**config.mk**
```make
export PLATFORM = sky130hd
export DESIGN_NAME = word_mem_arbiter
export DESIGN_NICKNAME = d
export VERILOG_FILES = /design/src/rtl/word_mem_arbiter.sv
export SDC_FILE = /design/constraint.sdc
export NUM_CORES = 1
export LEC_CHECK = 0
export BUFFER_PORTS_ARGS = -buffer_cell sky130_fd_sc_hd__clkbuf_2
export CAP_MARGIN = 0
export CORE_AREA = 2 2 89 91
export DETAILED_ROUTE_END_ITERATION = 7
export DIE_AREA = 0 0 91 93
export GPL_TIMING_DRIVEN = 0
export PLACE_DENSITY = 0.79
export SLEW_MARGIN = 20
export SYNTH_ARGS = -nofsm -noshare
export SYNTH_HDL_FRONTEND = slang
export SYNTH_SLANG_ARGS = --single-unit
```
**constraint.sdc**
```tcl
create_clock -name clk -period 2.45 [get_ports clk]
set_clock_uncertainty 0.2 [all_clocks]
set_input_delay 0.245 -clock clk [delete_from_list [all_inputs] [get_ports clk]]
set_output_delay 0.245 -clock clk [all_outputs]
set_load 0.005 [all_outputs]
```
**src/rtl/word_mem_arbiter.sv**
```systemverilog
// Round-robin A/B sequencer for a single-port, byte-masked word memory; reads return registered after one cycle.
// Defining WMEM_CLEAR_EN adds a post-reset sweep that zeroes every line before any grant is issued.
module word_mem_arbiter #(
   parameter int LINES   = 16,
   parameter int SETBITS = $clog2(LINES)
) (
   input  logic               clk,
   input  logic               reset_n,
   input  logic               a_req,
   input  logic               a_we,
   input  logic [SETBITS-1:0] a_set,
   input  logic [3:0]         a_mask,
   input  logic [31:0]        a_wd,
   output logic               a_gnt,
   output logic               a_rvalid,
   output logic [31:0]        a_rd,
   input  logic               b_req,
   input  logic               b_we,
   input  logic [SETBITS-1:0] b_set,
   input  logic [3:0]         b_mask,
   input  logic [31:0]        b_wd,
   output logic               b_gnt,
   output logic               b_rvalid,
   output logic [31:0]        b_rd,
   output logic               mem_we,
   output logic [SETBITS-1:0] mem_set,
   output logic [3:0]         mem_mask,
   output logic [31:0]        mem_wd,
   input  logic [31:0]        mem_rd,
   output logic               busy
);

   logic               run;
   logic               clearing;
   logic [SETBITS-1:0] clr_set;
   logic               last_b;
   logic               a_pend;
   logic               b_pend;

`ifdef WMEM_CLEAR_EN
   typedef enum logic {ST_CLEAR, ST_RUN} state_t;
   state_t             state, state_nxt;
   logic [SETBITS-1:0] clr_cnt, clr_cnt_nxt;

   always_ff @(posedge clk or negedge reset_n) begin
      if (!reset_n) begin
         state   <= ST_CLEAR;
         clr_cnt <= '0;
      end else begin
         state   <= state_nxt;
         clr_cnt <= clr_cnt_nxt;
      end
   end

   always_comb begin
      state_nxt   = state;
      clr_cnt_nxt = clr_cnt;
      if (state == ST_CLEAR) begin
         if (clr_cnt == SETBITS'(LINES - 1)) begin
            state_nxt   = ST_RUN;
            clr_cnt_nxt = '0;
         end else begin
            clr_cnt_nxt = clr_cnt + SETBITS'(1);
         end
      end
   end

   // Reset gating keeps the sweep write off the memory bus while reset_n is held low.
   assign clearing = reset_n && (state == ST_CLEAR);
   assign run      = reset_n && (state == ST_RUN);
   assign busy     = (state == ST_CLEAR);
   assign clr_set  = clr_cnt;
`else
   assign clearing = 1'b0;
   assign run      = reset_n;
   assign busy     = 1'b0;
   assign clr_set  = '0;
`endif

   // On a tie the port that did not win last time goes first.
   assign a_gnt = run && a_req && (!b_req || last_b);
   assign b_gnt = run && b_req && !a_gnt;

   always_comb begin
      mem_we   = 1'b0;
      mem_set  = '0;
      mem_mask = 4'b0000;
      mem_wd   = 32'h0;
      if (clearing) begin
         mem_we   = 1'b1;
         mem_set  = clr_set;
         mem_mask = 4'b1111;
      end else if (a_gnt) begin
         mem_we   = a_we;
         mem_set  = a_set;
         mem_mask = a_mask;
         mem_wd   = a_wd;
      end else if (b_gnt) begin
         mem_we   = b_we;
         mem_set  = b_set;
         mem_mask = b_mask;
         mem_wd   = b_wd;
      end
   end

   always_ff @(posedge clk or negedge reset_n) begin
      if (!reset_n) begin
         last_b <= 1'b1;
         a_pend <= 1'b0;
         b_pend <= 1'b0;
         a_rd   <= 32'h0;
         b_rd   <= 32'h0;
      end else begin
         if (a_gnt) begin
            last_b <= 1'b0;
         end else if (b_gnt) begin
            last_b <= 1'b1;
         end
         a_pend <= a_gnt && !a_we;
         b_pend <= b_gnt && !b_we;
         if (a_gnt && !a_we) begin
            a_rd <= mem_rd;
         end
         if (b_gnt && !b_we) begin
            b_rd <= mem_rd;
         end
      end
   end

   assign a_rvalid = a_pend;
   assign b_rvalid = b_pend;

endmodule

```
==> impl_metrics.sql <==
INSERT INTO impl_metrics (metric_group, metric, value, unit) VALUES
('synthesis', 'synth.cell_area', '2920', 'um2'),
('sta', 'hold_violations', '0', ''),
('final_layout', 'utilization', '64.4', '%'),
('worst_setup_path', 'critical_path_s_slowest_cell', 'sky130_fd_sc_hd__dfstp_2', ''),
('route', 'routed.top_layer', 'met4', ''),
('synthesis', 'yosysWarningCount', '0', ''),
('pwr', 'power.clock.fraction', '27.6', '%'),
('worst_setup_path', 'timing.critical_path.slowest_cell_delay', '0.57', 'ns'),
('synthesis', 'netlist_top_cells_area', 'sky130_fd_sc_hd__dfrtp_1 57%, sky130_fd_sc_hd__mux2_2 13%, sky130_fd_sc_hd__a22o_1 12%, sky130_fd_sc_hd__mux2_1 11%, sky130_fd_sc_hd__buf_6 1.2%', ''),
('synthesis', 'ys_ff_latch', '67', ''),
('pwr', 'vdd_drop_max', '0.568', 'mV'),
('sta', 'worst-slew-pin-transition', '0.629', 'ns'),
('pwr', 'seq_power_share', '44.5', '%'),
('sta', 'period_needed', '2.33', 'ns'),
('route', 'route.detailed.drc', '0', ''),
('placed_design', 'port_buffers', '226', ''),
('route', 'dr_total_vias', '2801', ''),
('cts', 'clk_root_buffer_cell', 'sky130_fd_sc_hd__clkbuf_8', ''),
('placed_design', 'place_congestion', '0.732', ''),
('worst_setup_path', 'critical-path-top-cell-by-count', 'sky130_fd_sc_hd__clkbuf_2', ''),
('synthesis', 'synth_largest_area_cell', 'sky130_fd_sc_hd__dfrtp_1', ''),
('floorplanning', 'design.core.area', '7530', 'um2'),
('route', 'drt_first_pass_iters', '4', ''),
('final_layout', 'layout.nets', '593', ''),
('pwr', 'combinationalPowerShare', '27.8', '%'),
('grt', 'initial_antenna_violation_count', '0', ''),
('final_layout', 'diodes', '0', ''),
('status', 'status', 'finished, final reports clean', ''),
('run', 'maxCapViolCount', '0', ''),
('grt', 'via_count_of_the_first_global_routing_pass', '2949', ''),
('pwr', 'power.net_switching', '0.988', 'mW'),
('route', 'drt_iter0_drc', '60', ''),
('grt', 'globalRouteOverflowTotal', '0', ''),
('cts', 'cts-root-to-sink-buffers', '2', ''),
('route', 'totalWireLength', '9670', 'um'),
('cts', 'cts.sinks', '67', ''),
('grt', 'grt_start_max_net_pins', '34', ''),
('sta', 'grt_setup_unrepaired', 'no', ''),
('pwr', 'power-per-cell-area', '709', 'nW/um2'),
('cts', 'post_cts_repair_timing_setup_buffer_count', '0', ''),
('worst_setup_path', 'timing.critical_path.cells', 'inv_2, a21oi_2, clkbuf_2, a22o_1, clkbuf_2', ''),
('worst_hold_path', 'type_of_the_tightest_min_delay_check', 'in -> reg', ''),
('floorplanning', 'fp-row-count', '32', ''),
('pwr', 'cellInternalPower', '2.45', 'mW'),
('synthesis', 'synth_common_cells', '66 x sky130_fd_sc_hd__dfrtp_1, 40 x sky130_fd_sc_hd__a22o_1, 35 x sky130_fd_sc_hd__mux2_2', ''),
('worst_setup_path', 'worst_setup_path_start_kind', 'flop', ''),
('final_layout', 'area_growth', '65.9', '%'),
('sta', 'timing.final.setup_violations', '0', ''),
('placed_design', 'dp.final_hpwl', '7000', 'um'),
('route', 'detailed_route_wirelength_on_metal2', '5050', 'um'),
('route', 'wirelength_met1', '3710', 'um'),
('floorplanning', 'die_h', '93', 'um'),
('synthesis', 'synth_edf_count', '0', ''),
('synthesis', 'avgSynthCellArea', '14.7', 'um2'),
('floorplanning', 'initial_core_util', '38.8', '%'),
('floorplanning', 'number_of_top_level_pins', '228', ''),
('synthesis', 'mappedNetlistNets', '317', ''),
('grt', 'grt_pass1_wl', '14600', 'um'),
('final_layout', 'n_fill_cell', '587', ''),
('worst_setup_path', 'cp_max_fo', '10', ''),
('floorplanning', 'chipWidth', '91', 'um'),
('sta', 'slew_violations', '0', ''),
('final_layout', 'post_route_cells_drive_above_1_share', '62.5', '%'),
('synthesis', 'ys_types', '19', ''),
('cts', 'ctsHtreeMaxLevel', '3', ''),
('route', 'met3RoutedLength', '714', 'um'),
('sta', 'relSlewSlack', '58.0', '%'),
('cts', 'cts_tree', 'yes', ''),
('synthesis', 'ys_async_sr_fraction', '100', '%'),
('synthesis', 'post-synth-top-count-cell', 'sky130_fd_sc_hd__dfrtp_1', ''),
('route', 'route.detailed.wl_per_inst', '16.6', 'um');
[flip-flops by register name, indices dropped and copies added, names as in the netlist]
register / count
b_rd: 32
last_b: 1
b_rvalid: 1
a_rd: 32
a_rvalid: 1
[critical path, delay by kind of cell, from the launching register on]
family	cells	cell delay (ns)
flip-flops	1	0.57
buffers and inverters	3	0.49
AO/OA/AOI/OAI	2	0.48
[cells by family (layout without fill, tap and decap cells)]
| kind of cell | Yosys count | count (layout) | synth area share [%] |
|---|---|---|---|
| compound gates | 46 | 46 | 13.6 |
| flops | 67 | 67 | 57.5 |
| buf+inv | 18 | 299 | 3.68 |
| other cells | 1 | 1 | 0.128 |
| mux | 64 | 64 | 24.7 |
| simple gates | 3 | 3 | 0.472 |
[power groups by stage]
stage / sequential (mW) / clock [mW] / combinational, mW
2_1_floorplan: 1.56 / 0 / 0.335
3_3_place_gp: 1.53 / 0 / 0.866
3_5_place_dp: 1.54 / 0 / 0.895
4_1_cts: 1.52 / 0.964 / 0.961
5_1_grt: 1.56 / 1.01 / 1.04
6_report: 1.53 / 0.949 / 0.956
[cells in the final DEF, fill, tap and decap left out, drive strengths merged]
| cell type | instances |
|---|---|
| clkinv | 3 |
| mux2 | 64 |
| dfstp | 1 |
| nand2 | 2 |
| o21a | 1 |
| a22o | 40 |
| clkbuf | 244 |
| dfrtp | 66 |
| a211o | 1 |
| o21bai | 1 |
| dlygate4sd3 | 34 |
| inv | 3 |
| a21oi | 2 |
| and3 | 1 |
| bufinv | 1 |
| a211oi | 1 |
| buf | 14 |
| conb | 1 |
[metal layers]
| metal | up-vias | global-route usage, % |
|---|---|---|
| li1 | 1298 | - |
| met5 | - | 0 |
| met1 | 1361 | 25.2 |
| met3 | 17 | 6.69 |
| met4 | 0 | 7.58 |
| met2 | 125 | 40.2 |
[final cells by class]
| cell class | count | area, um2 | area share (%) |
|---|---|---|---|
| buffer | 16 | 106 | 2.20 |
| multi-input combinational | 114 | 1140 | 23.6 |
| timing repair buffer | 265 | 1580 | 32.6 |
| clock inverter | 5 | 61.3 | 1.27 |
| inverter | 2 | 7.51 | 0.155 |
| tap | 102 | 128 | 2.63 |
| sequential | 67 | 1680 | 34.6 |
| clock buffer | 11 | 141 | 2.92 |
[worst paths after layout]
kind | from | to | slack (ns) | cells after the start
worst min register to register | a_rd[28] | a_rd[28] | 0.30 | 1
worst max-delay path | last_b | mem_wd[3] | 0.12 | 5
min in group asynchronous | reset_n | b_rd[21] | 0.45 | 5
worst max register to register | last_b | b_rd[17] | 0.48 | 3
worst min-delay path | b_we | b_rvalid | 0.15 | 3
max in group asynchronous | reset_n | b_rd[3] | 1.25 | 6
[stage by stage]
stage               power, mW  setup WS [ns]  TNS, ns  instance area [um2]  cells
floorplan                1.89          0.609        0                 2920    199
global placement         2.39         -0.916   -81.25                 4180    527
detailed placement       2.44         -0.327   -18.92                 4200    528
CTS                      3.45        0.00463        0                 4840    582
global route             3.62        0.00720        0                 4840    582
finish                   3.44          0.118        0                 4840    582
[what timing repair did]
action,in CTS,in global routing
resized for setup,6,4
endpoints found under the setup margin,41,20
hold endpoints to repair,130,0
hold buffers,38,0
Power figures use the tool's default switching activity.
